===== src/rtl/dm_port_arbiter.sv =====
// Data-memory port arbiter: gives the loader exclusive access during boot, then
// favours the pipeline MEM stage while forcing an occasional loader slot.
module dm_port_arbiter #(
  parameter int DATA_W       = 32,
  parameter int ADDR_W       = 32,
  parameter int STARVE_LIMIT = 4,
  parameter int CNT_W        = 3
) (
  input  logic              clk,
  input  logic              reset,
  input  logic              pipe_memRead,
  input  logic              pipe_memWrite,
  input  logic [ADDR_W-1:0] pipe_addr,
  input  logic [DATA_W-1:0] pipe_wdata,
  output logic [DATA_W-1:0] pipe_rdata,
  output logic              pipe_stall,
  input  logic              ldr_req,
  input  logic              ldr_we,
  input  logic [ADDR_W-1:0] ldr_addr,
  input  logic [DATA_W-1:0] ldr_wdata,
  input  logic              ldr_done,
  output logic              ldr_gnt,
  output logic              ldr_rvalid,
  output logic [DATA_W-1:0] ldr_rdata,
  output logic              dm_memRead,
  output logic              dm_memWrite,
  output logic [ADDR_W-1:0] dm_addr,
  output logic [DATA_W-1:0] dm_wdata,
  input  logic [DATA_W-1:0] dm_rdata,
  output logic              boot_mode,
  output logic [CNT_W-1:0]  starve_cnt
);

  typedef enum logic [1:0] {BOOT, RUN, FORCE} state_t;

  localparam logic [CNT_W-1:0] CntMax = CNT_W'(STARVE_LIMIT - 1);

  state_t            state_q, state_d;
  logic [CNT_W-1:0]  starveCnt_q, starveCnt_d;
  logic              rvalid_q;
  logic [DATA_W-1:0] rdata_q;
  logic              pipeAcc, pipeOwn, ldrGnt, ldrRead;

  assign pipeAcc = pipe_memRead | pipe_memWrite;
  assign ldrRead = ldrGnt & ~ldr_we;

  // Ownership decision; nobody is granted while reset is held.
  always_comb begin
    pipeOwn    = 1'b0;
    ldrGnt     = 1'b0;
    pipe_stall = 1'b0;
    if (!reset) begin
      case (state_q)
        BOOT: begin
          ldrGnt     = ldr_req;
          pipe_stall = pipeAcc;
        end
        RUN: begin
          if (pipeAcc) pipeOwn = 1'b1;
          else         ldrGnt  = ldr_req;
        end
        FORCE: begin
          if (ldr_req) begin
            ldrGnt     = 1'b1;
            pipe_stall = pipeAcc;
          end else begin
            pipeOwn = pipeAcc;
          end
        end
        default: ;
      endcase
    end
  end

  always_comb begin
    dm_memRead  = 1'b0;
    dm_memWrite = 1'b0;
    dm_addr     = '0;
    dm_wdata    = '0;
    if (ldrGnt) begin
      dm_memRead  = ~ldr_we;
      dm_memWrite = ldr_we;
      dm_addr     = ldr_addr;
      dm_wdata    = ldr_wdata;
    end else if (pipeOwn) begin
      // A simultaneous read+write strobe is treated as a store.
      dm_memRead  = pipe_memRead & ~pipe_memWrite;
      dm_memWrite = pipe_memWrite;
      dm_addr     = pipe_addr;
      dm_wdata    = pipe_wdata;
    end
  end

  always_comb begin
    state_d     = state_q;
    starveCnt_d = '0;
    case (state_q)
      BOOT:  if (ldr_done) state_d = RUN;
      RUN: begin
        if (ldr_req && !ldrGnt) begin
          if (starveCnt_q == CntMax) state_d = FORCE;
          else                       starveCnt_d = starveCnt_q + 1'b1;
        end
      end
      FORCE: state_d = RUN;
      default: state_d = BOOT;
    endcase
  end

  always_ff @(posedge clk) begin
    if (reset) begin
      state_q     <= BOOT;
      starveCnt_q <= '0;
      rvalid_q    <= 1'b0;
      rdata_q     <= '0;
    end else begin
      state_q     <= state_d;
      starveCnt_q <= starveCnt_d;
      rvalid_q    <= ldrRead;
      if (ldrRead) rdata_q <= dm_rdata;
    end
  end

  assign pipe_rdata = pipeOwn ? dm_rdata : '0;
  assign ldr_gnt    = ldrGnt;
  assign ldr_rvalid = rvalid_q;
  assign ldr_rdata  = rdata_q;
  assign boot_mode  = (state_q == BOOT);
  assign starve_cnt = starveCnt_q;

endmodule

===== config.mk =====
export PLATFORM = sky130hd
export DESIGN_NAME = dm_port_arbiter
export DESIGN_NICKNAME = d
export VERILOG_FILES = /design/src/rtl/dm_port_arbiter.sv
export SDC_FILE = /design/constraint.sdc
export NUM_CORES = 1
export LEC_CHECK = 0
export ABC_AREA = 1
export CAP_MARGIN = 20
export CORE_AREA = 5 5 114 116
export DETAILED_ROUTE_END_ITERATION = 12
export DIE_AREA = 0 0 119 121
export PLACE_DENSITY = 0.79
export SLEW_MARGIN = 5
export SYNTH_ARGS = -nofsm -noshare
export SYNTH_HDL_FRONTEND = slang
export SYNTH_SLANG_ARGS = --single-unit

===== constraint.sdc =====
create_clock -name clk -period 1.66 [get_ports clk]
set_input_delay 0.166 -clock clk [delete_from_list [all_inputs] [get_ports clk]]
set_output_delay 0.166 -clock clk [all_outputs]
set_load 0.02 [all_outputs]

==> results.tsv <==
metric	value	unit
status	finished, violations left	
failing checks	negative setup slack	
via density per instance	4.64	
syn nets	617	
Die Height	121	µm
final hold vios	0	
WP data arrival	1950	ps
highest clock rate	473	MHz
slew margin rel.	74.2	%
vias in the first global route	3951	
RD Place Congestion	0.866	
global-route usage over all layers	17.4	%
sequential cell area fraction in the yosys report	28.1	%
H-tree levels	2	
HPWL after detailed placement	11100	µm
PwrDens	893	mW/mm²
leakage power	3.28	nW
Clock Tree Root	clkbuf_16	
worst hold slack	463	ps
Post-Syn Area	0.00270	mm²
core area	0.0118	mm²
design area	0.00733	mm²
post-place instance area	0.00615	mm²
worst-path maximum fanout	5	
Congestion Overflow GR	0	
Clk Latency, worst-skew pair	280	ps
kind of critical path	reg2out	
final setup fails	131	
Final nets	956	
1st-iter DRT viols	320	
number of maximum-capacitance violations	0	
Synth cell types	23	
slowest CP cell	dfxtp_2	
Yosys warnings	0	
skew final	5.33	ps
Initial Util	22.9	%
global-route wire length before repair	20400	µm
crit end category	primary output	
WP data required	1490	ps
Worst Hold Class	reg2reg	
drt drc	0	
clk slew on worst S/H paths	60	ps
CP most frequent cell	buf_6	
synthesis-to-layout area growth	171	%
antenna violations before repair	1	
layout cells sized above 1	39.5	%
worst-path cell chain	inv_2 > buf_6 > ha_4 > a21oi_4 > nor3_4 > buf_6 > clkbuf_16 > buf_12 > nand3_1 > nand2_1 > buf_6	
Detail Route Antenna Nets	0	
fin worst setup slack	-454	ps
max-slew violations	0	
routed length per instance	17.8	µm
Post-CTS Hold Fix Bufs	0	
worst-case clock buffer depth	2	
fin util	62.1	%
Fillers	979	
CTS tree	done	
largest net degree at the start of global routing	66	
Final period util	127	%
cell count after synthesis	443	
worst-margin pin slew	387	ps
IO Port Bufs	303	
routed vias	4324	
Critical Path Max Stage Delay	330	ps
register area	763	µm²
CTS buffer count	5	
TritonRoute pass-1 iters	4	
# IOs	304	
VDD IR max	0.693	mV
Final Critical Period	2110	ps
DIE AREA	0.0144	mm²
final WL	16600	µm
Sink Count	38	
Yosys reg bits	38	
RSZ-0062 raised after global routing	true	
footprint of the multi-input gates	0.00203	mm²
Die X	119	µm
crit path launch type	register	
site row count	40	
syn_area_per_cell	6.10	µm²
==> Yosys cell counts, drive strengths merged <==
library cell	number	area share [%]
nand2	136	19
nand3	68	13
buf	29	8.1
nor2	41	6.0
nand4	1	0.23
o21ai	34	6.4
dfxtp	38	28
clkbuf	5	0.69
a21oi	37	8.2
ha	7	3.2
nor3	2	0.97
inv	44	6.1
o21bai	1	0.28
==> cell type report <==
type                       count  share of cell area, %
multi-input combinational    327                   27.7
tap                          147                   2.51
clock inverter                 3                  0.938
clock buffer                   5                   1.71
sequential                    38                   10.4
inverter                      44                   2.35
antenna                        1                 0.0341
timing repair buffer         366                   54.4
==> logic make-up after synthesis <==
family | count (synthesis) | synth area share, %
and+or+nand+nor | 248 | 38.8
buffers and inverters | 78 | 14.9
AOI/OAI and AO/OA | 72 | 15.0
DFF | 38 | 28.1
adders and majority gates | 7 | 3.24
==> power breakdown <==
group	internal, W	switching, W	leakage (nW)
sequential	0.00103	0.0000640	0.311
clock	0.000863	0.000383	0.0940
combinational	0.00214	0.00207	2.87
total	0.00403	0.00252	3.28
==> routing by layer <==
metal / track usage [%] / share of wire (%) / vias to the layer above
met1: 19.1 / 37 / 1997
met3: 6.25 / 8.8 / 20
li1: - / - / 2093
met5: 0 / 0 / -
met2: 31.5 / 53 / 214
met4: 4.78 / 1.7 / 0
==> through the flow <==
step / instances / setup WS [ps] / TNS [ps] / total power (W)
3_5_place_dp: 894 / -659 / -75530 / 0.00444
4_1_cts: 906 / -513 / -57030 / 0.00578
3_3_place_gp: 894 / -648 / -73150 / 0.00442
5_1_grt: 930 / -507 / -53200 / 0.00687
2_1_floorplan: 443 / -22.9 / -1270 / 0.00270
6_report: 931 / -454 / -43130 / 0.00655
==> sequential cells by signal, indices dropped and copies added, names as in the netlist <==
register and cells:
ldr_rdata 32, starve_cnt 3, state_q 2, ldr_rvalid 1
==> cell usage in the layout, fill, tap and decap left out, drive strengths merged, types with 7 or more instances in the layout <==
| cell | netlist | final |
|---|---|---|
| a21oi | 37 | 37 |
| buf | 29 | 150 |
| clkbuf | 5 | 18 |
| clkdlybuf4s50 | 0 | 202 |
| dfxtp | 38 | 38 |
| ha | 7 | 7 |
| inv | 44 | 43 |
| nand2 | 136 | 136 |
| nand3 | 68 | 68 |
| nor2 | 41 | 41 |
| o21ai | 34 | 34 |
==> what timing repair did <==
item                       in CTS  in global routing
setup endpoints to repair     134                139
pin swaps                       0                 21
gates resized for setup       395                310
buffers inserted                2                  7
cloned                          2                 17
==> worst max-delay path, delay by kind of cell, from the launching register on <==
kind                     cells  cell delay, ps
AO/OA/AOI/OAI                1              40
flip-flops                   1             330
buffers and inverters        6             740
adder cells (fa/ha/maj)      1             150
AND/OR/NAND/NOR              3             410
==> final timing paths <==
path,from,end,slack [ps],depth (start not counted)
min,starve_cnt[0],starve_cnt[0],460,1
min reg2reg,starve_cnt[0],starve_cnt[0],460,1
max reg2reg,state_q[1],ldr_rdata[19],-180,12
max,state_q[1],dm_wdata[6],-450,11
No activity file was read; power rests on OpenSTA's default activity.
